**src/rtl/peg_l2_mac_pkg.sv**
```systemverilog
// Shared L2 MAC definitions: MAC-control PAUSE frame constants, beat payload
// type and the pause FSM state encoding used by the TX generator.
package peg_l2_mac_pkg;

    localparam int unsigned DATA_W            = 64;
    localparam int unsigned BCNT_W            = 3;
    localparam int unsigned MAC_ADDR_W        = 48;
    localparam int unsigned QUANTA_W          = 16;
    localparam int unsigned QUANTA_SHIFT      = 3;
    localparam int unsigned REFRESH_W         = QUANTA_W + QUANTA_SHIFT;
    localparam int unsigned PAUSE_FRAME_BEATS = 8;
    localparam int unsigned BEAT_IDX_W        = 3;
    localparam int unsigned PAUSE_LAST_BCNT   = 4;

    localparam logic [MAC_ADDR_W-1:0] PAUSE_DA     = 48'h0180C2000001;
    localparam logic [15:0]           ETH_TYPE     = 16'h8808;
    localparam logic [15:0]           PAUSE_OPCODE = 16'h0001;

    localparam logic [BEAT_IDX_W-1:0] LAST_BEAT = BEAT_IDX_W'(PAUSE_FRAME_BEATS - 1);

    typedef enum logic {
        IDLE = 1'b0,
        SEND = 1'b1
    } pause_state_e;

    typedef struct packed {
        logic              sop;
        logic              eop;
        logic [BCNT_W-1:0] bcnt;
        logic [DATA_W-1:0] data;
    } pause_beat_t;

    // Build one beat of a PAUSE frame; first wire byte lands on [63:56].
    function automatic pause_beat_t pause_make_beat(
        input logic [BEAT_IDX_W-1:0] idx,
        input logic [MAC_ADDR_W-1:0] sa,
        input logic [QUANTA_W-1:0]   ptime
    );
        pause_beat_t b;
        b      = '0;
        b.sop  = (idx == '0);
        b.eop  = (idx == LAST_BEAT);
        b.bcnt = b.eop ? BCNT_W'(PAUSE_LAST_BCNT) : '0;
        case (idx)
            BEAT_IDX_W'(0): b.data = {PAUSE_DA, sa[47:32]};
            BEAT_IDX_W'(1): b.data = {sa[31:0], ETH_TYPE, PAUSE_OPCODE};
            BEAT_IDX_W'(2): b.data = {ptime, {(DATA_W - QUANTA_W){1'b0}}};
            default:        b.data = '0;
        endcase
        return b;
    endfunction

endpackage

```
**src/rtl/peg_l2_mac_pause_refresh_tmr.sv**
```systemverilog
// XOFF refresh timer: counts down the re-send period (in clocks) while XOFF
// is advertised and flags when a refresh frame is due.
module peg_l2_mac_pause_refresh_tmr
    import peg_l2_mac_pkg::*;
(
    input  logic                clk,
    input  logic                rst_n,
    input  logic [QUANTA_W-1:0] refresh_interval,
    input  logic                xoff_active,
    input  logic                load,
    input  logic                clear,
    output logic                refresh_expired_c
);

    logic [REFRESH_W-1:0] cnt_q;

    // Saturates at zero, so the counter never wraps.
    always_ff @(posedge clk or negedge rst_n) begin
        if (!rst_n) begin
            cnt_q <= '0;
        end else if (clear) begin
            cnt_q <= '0;
        end else if (load) begin
            cnt_q <= {refresh_interval, {QUANTA_SHIFT{1'b0}}};
        end else if (xoff_active && (cnt_q != '0)) begin
            cnt_q <= cnt_q - REFRESH_W'(1);
        end
    end

    assign refresh_expired_c = xoff_active && (refresh_interval != '0) && (cnt_q == '0);

endmodule

```
**src/rtl/peg_l2_mac_pause_gen.sv**
```systemverilog
// TX PAUSE frame generator: turns the RX congestion level into XOFF/XON
// MAC-control frames streamed as 64-bit beats toward the TX arbiter.
module peg_l2_mac_pause_gen
    import peg_l2_mac_pkg::*;
(
    input  logic                  clk,
    input  logic                  rst_n,
    input  logic                  pause_gen_en,
    input  logic [MAC_ADDR_W-1:0] mac_addr,
    input  logic [QUANTA_W-1:0]   xoff_quanta,
    input  logic [QUANTA_W-1:0]   refresh_interval,
    input  logic                  xoff_req,
    output logic                  tx_pause_valid,
    output logic                  tx_pause_sop,
    output logic                  tx_pause_eop,
    output logic [BCNT_W-1:0]     tx_pause_bcnt,
    output logic [DATA_W-1:0]     tx_pause_data,
    input  logic                  tx_pause_ready,
    output logic                  xoff_active,
    output logic                  pause_tx_busy
);

    pause_state_e              state_q, state_d;
    logic [BEAT_IDX_W-1:0]     beat_q, beat_d;
    logic [QUANTA_W-1:0]       frame_time_q, frame_time_d;
    logic [MAC_ADDR_W-1:0]     frame_sa_q, frame_sa_d;
    pause_beat_t               beat_out_q, beat_out_d;
    logic                      valid_q, valid_d;
    logic                      xoff_active_q, xoff_active_d;
    logic                      eff_req;
    logic                      refresh_expired;
    logic                      tmr_load, tmr_clear;
    logic [QUANTA_W-1:0]       new_time;

    assign eff_req  = xoff_req && pause_gen_en && (xoff_quanta != '0);
    assign new_time = eff_req ? xoff_quanta : '0;

    always_ff @(posedge clk or negedge rst_n) begin
        if (!rst_n) begin
            state_q       <= IDLE;
            beat_q        <= '0;
            frame_time_q  <= '0;
            frame_sa_q    <= '0;
            beat_out_q    <= '0;
            valid_q       <= 1'b0;
            xoff_active_q <= 1'b0;
        end else begin
            state_q       <= state_d;
            beat_q        <= beat_d;
            frame_time_q  <= frame_time_d;
            frame_sa_q    <= frame_sa_d;
            beat_out_q    <= beat_out_d;
            valid_q       <= valid_d;
            xoff_active_q <= xoff_active_d;
        end
    end

    // Next-state and next-beat selection; beat registers only move on accept.
    always_comb begin
        state_d       = state_q;
        beat_d        = beat_q;
        frame_time_d  = frame_time_q;
        frame_sa_d    = frame_sa_q;
        beat_out_d    = beat_out_q;
        valid_d       = valid_q;
        xoff_active_d = xoff_active_q;
        tmr_load      = 1'b0;
        tmr_clear     = 1'b0;
        case (state_q)
            IDLE: begin
                if ((eff_req != xoff_active_q) ||
                    (xoff_active_q && eff_req && refresh_expired)) begin
                    state_d      = SEND;
                    beat_d       = '0;
                    frame_time_d = new_time;
                    frame_sa_d   = mac_addr;
                    valid_d      = 1'b1;
                    beat_out_d   = pause_make_beat('0, mac_addr, new_time);
                end
            end
            SEND: begin
                if (valid_q && tx_pause_ready) begin
                    if (beat_q == LAST_BEAT) begin
                        state_d       = IDLE;
                        beat_d        = '0;
                        valid_d       = 1'b0;
                        beat_out_d    = '0;
                        xoff_active_d = (frame_time_q != '0);
                        tmr_load      = (frame_time_q != '0);
                        tmr_clear     = (frame_time_q == '0);
                    end else begin
                        beat_d     = beat_q + BEAT_IDX_W'(1);
                        beat_out_d = pause_make_beat(beat_q + BEAT_IDX_W'(1),
                                                     frame_sa_q, frame_time_q);
                    end
                end
            end
            default: state_d = IDLE;
        endcase
    end

    peg_l2_mac_pause_refresh_tmr u_refresh_tmr (
        .clk               (clk),
        .rst_n             (rst_n),
        .refresh_interval  (refresh_interval),
        .xoff_active       (xoff_active_q),
        .load              (tmr_load),
        .clear             (tmr_clear),
        .refresh_expired_c (refresh_expired)
    );

    assign tx_pause_valid = valid_q;
    assign tx_pause_sop   = beat_out_q.sop;
    assign tx_pause_eop   = beat_out_q.eop;
    assign tx_pause_bcnt  = beat_out_q.bcnt;
    assign tx_pause_data  = beat_out_q.data;
    assign xoff_active    = xoff_active_q;
    assign pause_tx_busy  = (state_q == SEND);

endmodule

```
**config.mk**
```make
export PLATFORM = sky130hd
export DESIGN_NAME = peg_l2_mac_pause_gen
export DESIGN_NICKNAME = d
export VERILOG_FILES = /design/src/rtl/peg_l2_mac_pkg.sv /design/src/rtl/peg_l2_mac_pause_refresh_tmr.sv /design/src/rtl/peg_l2_mac_pause_gen.sv
export SDC_FILE = /design/constraint.sdc
export NUM_CORES = 1
export LEC_CHECK = 0
export CORE_ASPECT_RATIO = 0.6
export CORE_MARGIN = 4
export CORE_UTILIZATION = 53
export DETAILED_ROUTE_END_ITERATION = 16
export PLACE_DENSITY = 0.9
export SETUP_SLACK_MARGIN = 0.05
export SYNTH_ARGS = -nofsm -noshare
export SYNTH_HDL_FRONTEND = slang
export SYNTH_SLANG_ARGS = --single-unit
```
**constraint.sdc**
```tcl
create_clock -name clk -period 3.4 [get_ports clk]
set_input_delay 0.51 -clock clk [delete_from_list [all_inputs] [get_ports clk]]
set_output_delay 0.51 -clock clk [all_outputs]
set_load 0.02 [all_outputs]
```
Yosys cells after proc, flatten, opt, wreduce, memory -nomap -nowiden:

Index checks and enable logic that the tools add are counted.

* flip-flop bits (word level): 158

* reductions and logical operators: 21
* eq/ne operators: 8
* add/sub/neg operators: 2
* mux-type cells: 28
* bitwise operators: 1

Operators with widths (number)
* 2-to-1 mux 69 bit: 3
* case mux 64 bit (3 select lines): 1
* case mux 69 bit (2 select lines): 1
* 2-to-1 mux 19 bit: 3
* nonzero test 16 bit: 3
* zero test 19 bit: 1
* nonzero test 19 bit: 1
* subtractor 19 x 1 -> 19 bit, second input constant: 1
* zero test 16 bit: 1
* 2-to-1 mux 16 bit: 1
* 2-to-1 mux 1 bit: 12
* 2-to-1 mux 3 bit: 4
* logical AND 1 bit: 8
* equality test 3 bit, second input constant: 2
* case mux 3 bit (2 select lines): 1
* AND reduction 3 bit: 2
* inequality test 2 x 1 -> 1 bit, second input constant: 2
* case mux 1 bit (2 select lines): 2
* AND reduction 2 bit: 2
* adder 3 x 1 -> 3 bit, second input constant: 1
* equality test 3 x 1 -> 1 bit, second input constant: 1
* equality test 3 x 2 -> 1 bit, second input constant: 1
* zero test 3 bit: 1
* nonzero test 3 bit: 1
* 4 further kinds: 4

Depth between registers and ports, before layout:

Gate-level depths: netlist of the first run.

* word-level depth: 7
* mapped depth: 10

Modules after synthesis:

A second synthesis of the first run with hierarchy kept.

* cells, all modules: 552
* area, all modules: 6657.6 um2

Modules (own cells, without submodules)
* peg_l2_mac_pause_gen: sequential area each 3052.9 um2, times used 1, area each 5371.4 um2, cells an instance 410
* peg_l2_mac_pause_refresh_tmr: sequential area each 475.5 um2, times used 1, area each 1286.2 um2, cells an instance 142

Worst setup path after synthesis of the first run:

OpenSTA, ideal clock, no wires.

* path kind: input to register
* start point: input xoff_quanta[3]
* end point: register frame_time_q[10]
* required time: 3.264 ns
* slack: 0.633 ns
* path buffers: 3
* library setup time: 0.136 ns
* arrival: 2.631 ns
* cell stages on the path: 9
* cell sequence: nor4_1 -> a41oi_1 -> clkbuf_1 -> ha_1 -> nor2b_1 -> a41oi_4 -> clkbuf_1 -> clkbuf_1 -> o21ai_0

* word-level cells in the longest chain between the ends: 6
* elaborated cells between the ends (all ways): 8
* those cells by class: 1 x eq/ne; 1 x mux; 6 x reduce/logical

RTL lines
* start: declaration: RTL line peg_l2_mac_pause_gen.sv:10 `input logic [QUANTA_W-1:0] xoff_quanta,`
* nonzero test 16 bit (*): RTL line peg_l2_mac_pause_gen.sv:35 `assign eff_req = xoff_req && pause_gen_en && (xoff_quanta != '0);`
* logical AND 1 bit (*): RTL line peg_l2_mac_pause_gen.sv:35
* logical AND 1 bit (2 in a row): RTL line peg_l2_mac_pause_gen.sv:72 `(xoff_active_q && eff_req && refresh_expired)) begin`
* logical OR 1 bit: RTL line peg_l2_mac_pause_gen.sv:71 `if ((eff_req != xoff_active_q) ||`
* AND reduction 2 bit (no line)
* end signal: assignment: RTL line peg_l2_mac_pause_gen.sv:50 `frame_time_q <= frame_time_d;`
* end: declaration: RTL line peg_l2_mac_pause_gen.sv:25 `logic [QUANTA_W-1:0] frame_time_q, frame_time_d;`

Every way passes the cells marked *; elsewhere a longest branch is shown, timed or not.
A chain may end at the register's enable or synchronous reset.

Worst setup path in the final report of the first run:

* start point: input xoff_quanta[0]
* end point: register beat_out_q, in the netlist tx_pause_sop

* word-level cells in the longest chain between the ends: 7
* elaborated cells between the ends (all ways): 8
* those cells by class: 2 x eq/ne; 6 x reduce/logical

RTL lines
* nonzero test 16 bit (*): RTL line peg_l2_mac_pause_gen.sv:35
* logical AND 1 bit (*): RTL line peg_l2_mac_pause_gen.sv:35
* logical AND 1 bit (2 in a row): RTL line peg_l2_mac_pause_gen.sv:72
* logical OR 1 bit (*): RTL line peg_l2_mac_pause_gen.sv:71
* inequality test 2 bit (no line) (*)
* AND reduction 2 bit (no line) (*)
* end signal: assignment: RTL line peg_l2_mac_pause_gen.sv:52 `beat_out_q <= beat_out_d;`
* end: declaration: RTL line peg_l2_mac_pause_gen.sv:27 `pause_beat_t beat_out_q, beat_out_d;`

Marks and branches as above.

==> metrics, run 1 <==
layout cells sized above 1 0.153; arrival time worst endpoint around 3.4 ns; y dimension of the die between 90 and 100 microns; number of endpoints failing setup at the final stage 0; count of flip-flops with a built-in enable after synthesis 0; Filler Cells Inserted 725; top cell type by total area after synthesis sky130_fd_sc_hd__dfrtp_1; Worst slew margin 0.217; most frequent cells in the layout sky130_fd_sc_hd__dfrtp_1, sky130_fd_sc_hd__clkdlybuf4s50_1, sky130_fd_sc_hd__nand2_1, sky130_fd_sc_hd__mux2_2, sky130_fd_sc_hd__o21ai_0; Vias a little over 5,000; total DRC errors in the routed layout 0; largest net degree at the start of global routing between 100 and 150; Wirelength per Cell about 20 microns; synth top area cells sky130_fd_sc_hd__dfrtp_1, sky130_fd_sc_hd__mux2_2, sky130_fd_sc_hd__a22oi_1; area of the die 13,800 sq um; transition at the pin with the smallest max-transition slack 1.17 ns; final critical-path required period between 3 and 4 ns; async set-or-reset flop fraction in the synthesized netlist 1.00; Worst EP required around 3.7 ns; area delta synth->final 35.0%; crit end category flip-flop; antenna violations before repair 0; TritonCTS sink count ~140; Layout Skew just under 0.008 ns; Synth top area share 0.556; estimated wirelength of the detail-placed design 11,800 microns; Antenna Violating Nets Remaining 0; Max Clk Rate roughly 320 MHz; Seq cells post-synth about 140; average via count per standard cell 5.94; number of DRC markers in iteration 0 roughly 420; count of unique library cells instantiated by Yosys 48; via count of the first global-routing pass ~5,300; clock latency of the later-clocked register in the worst-skew pair roughly 0.4 ns; starting density of the core 0.553; switching power share of the total 0.342; Total Negative Setup Slacks 0 ns; final worst path period share 0.906; part of the power in registers 0.399; setup repair after global routing missed its margin no; Setup crit start kind primary input; Post-Route WL approximately 18,000 microns; Final nets ~790; ANT cells 0; top_reg_cell synth sky130_fd_sc_hd__dfrtp_1; number of CTS-inserted buffers 17; worst setup path startpoint xoff_quanta[0]; maximum number of buffers from clock root to sink 2; combinational fraction of design power 0.326; overall routing resource usage 0.259; number of core rows 30; Clk network pwr share 0.274; crit path max fanout 21; synthesized cell area about 6300 sq um; leakage power total 0.00363 uW; number of hold buffers added after CTS 0; post-placement cell count ~840; cell at the root of the clock tree sky130_fd_sc_hd__clkbuf_16; net switching power of the design about 2400 uW; final hold violation count 0; synthesized netlist cell count approximately 550; leftover overflow at the end of global routing 0; beginning of the worst register-to-register path u_refresh_tmr.cnt_q[10]; DR pass1 iterations 5; Core Util, Final 0.746; GP Congestion 0.906; number of gates resized after cts 0; postcts setup bufs 0; post-synthesis sequential area ratio 0.556; Chip Width 149 microns; Max-cap violations 0; Core Footprint 11,500 sq um; CTS clock-pin slew for the worst setup and hold paths 0.06 ns; cell area power density 827 nW/um^2; Post-Syn Area per Cell 11.5 sq um; Int Pwr about 4700 uW; clock tree from TritonCTS done; worst vdd rail ir drop about 0.52 mV; CP Class primary input to flip-flop; buffers added on ports around 140; outcome complete, no violations; number of placed I/O pins approximately 160; global-route wire length before repair about 28,000 microns; final cell count without fillers slightly below 900; deepest level of the CTS H-tree 4; worst min-delay path class primary input to async pin; synthesis warning total 0; fin. max-slew vios 0
==> cell families after synthesis <==
| group | Yosys count | synth area share |
|---|---|---|
| xor+xnor | 12 | 0.0166 |
| simple gates | 151 | 0.127 |
| flops | 141 | 0.556 |
| fa+ha+maj | 8 | 0.0158 |
| mux | 50 | 0.0883 |
| buf+inv | 56 | 0.0455 |
| compound gates | 134 | 0.150 |
| other cells | 1 | 0.000591 |
==> cell usage after synthesis (6+ instances only) <==
cell type,count
sky130_fd_sc_hd__a22oi_1,29
sky130_fd_sc_hd__ha_1,8
sky130_fd_sc_hd__nand3_1,24
sky130_fd_sc_hd__o21ai_0,43
sky130_fd_sc_hd__or3_1,7
sky130_fd_sc_hd__buf_2,6
sky130_fd_sc_hd__nor3_1,9
sky130_fd_sc_hd__a22o_1,17
sky130_fd_sc_hd__a21oi_1,6
sky130_fd_sc_hd__buf_4,17
sky130_fd_sc_hd__nand2_1,55
sky130_fd_sc_hd__dfrtp_1,141
sky130_fd_sc_hd__o2bb2ai_1,15
sky130_fd_sc_hd__xnor2_1,7
sky130_fd_sc_hd__mux2_2,48
sky130_fd_sc_hd__clkbuf_1,25
sky130_fd_sc_hd__inv_1,7
sky130_fd_sc_hd__nor4_1,19
sky130_fd_sc_hd__nor2_1,6
==> path summary, 6_finish.rpt <==
check | endpoint | depth (start not counted) | slack (ns)
setup reg to reg | beat_q[2] | 6 | 0.85
max in group asynchronous | frame_time_q[3] | 2 | 2.37
setup / recovery | tx_pause_sop | 9 | 0.32
min in group clk | tx_pause_data[40] | 1 | 0.49
hold / removal | u_refresh_tmr.cnt_q[7] | 1 | 0.21
hold reg to reg | tx_pause_data[40] | 1 | 0.49
==> through the flow <==
stage	cell area [sq um]	setup slack [ns]	total power (uW)	hold slack (ns)
finish	8570	0.318	7080	0.209
global route	8570	0.197	7420	0.305
floorplan	6390	0.633	4070	0.214
CTS	8570	0.389	7080	0.270
global placement	7950	0.0650	4930	0.468
detailed placement	7950	0.0125	5070	0.477
==> critical path, cell delays in order <==
cell and delay, ns:
sky130_fd_sc_hd__clkdlybuf4s50_1 0.43, sky130_fd_sc_hd__nor4_1 0.50, sky130_fd_sc_hd__a41oi_1 0.25, sky130_fd_sc_hd__ha_1 0.36, sky130_fd_sc_hd__nor2b_1 0.18, sky130_fd_sc_hd__a41oi_4 0.47, sky130_fd_sc_hd__and2_2 0.27, sky130_fd_sc_hd__buf_4 0.27
sky130_fd_sc_hd__a21oi_1 0.11
==> power groups by stage <==
stage	sequential, uW	combinational (uW)	clock, uW
5_1_grt	2900	2490	2030
3_3_place_gp	2780	2160	0
4_1_cts	2810	2310	1960
3_5_place_dp	2810	2260	0
2_1_floorplan	2900	1180	0
6_report	2830	2310	1940
==> registers in the layout (all words and copies together) (netlist names), 3 cells and up <==
name                 flops
beat_q                   3
frame_sa_q              48
frame_time_q            16
tx_pause_data           50
u_refresh_tmr.cnt_q     19
==> layout make-up <==
class | instances | area [sq um] | area share
flip-flops and latches | 141 | 3530 | 0.412
multi-input cells | 369 | 2590 | 0.302
repair buffers | 158 | 1610 | 0.187
clock buffers | 17 | 425 | 0.0496
well taps | 160 | 200 | 0.0234
clock inverters | 14 | 193 | 0.0225
inverters | 7 | 26.3 | 0.00307
==> metal layers <==
metal,global-route usage,up-vias,routed length (microns)
met5,0,-,0
met1,0.347,2545,7380
met3,0.0939,37,1740
li1,-,2293,-
met4,0.0617,0,234
met2,0.407,266,8180
No activity file was read; power rests on OpenSTA's default activity.
==> inputs of run 2 (changes only) <==
--- a/config.mk
+++ b/config.mk
@@ -8,6 +8,7 @@
 export CORE_ASPECT_RATIO = 0.6
 export CORE_MARGIN = 4
 export CORE_UTILIZATION = 53
+export CTS_CLUSTER_SIZE = 24
 export DETAILED_ROUTE_END_ITERATION = 16
 export PLACE_DENSITY = 0.9
 export SETUP_SLACK_MARGIN = 0.05
==> results of run 2 <==
No change in the layout: final DEF, timing and power equal those of run 1.
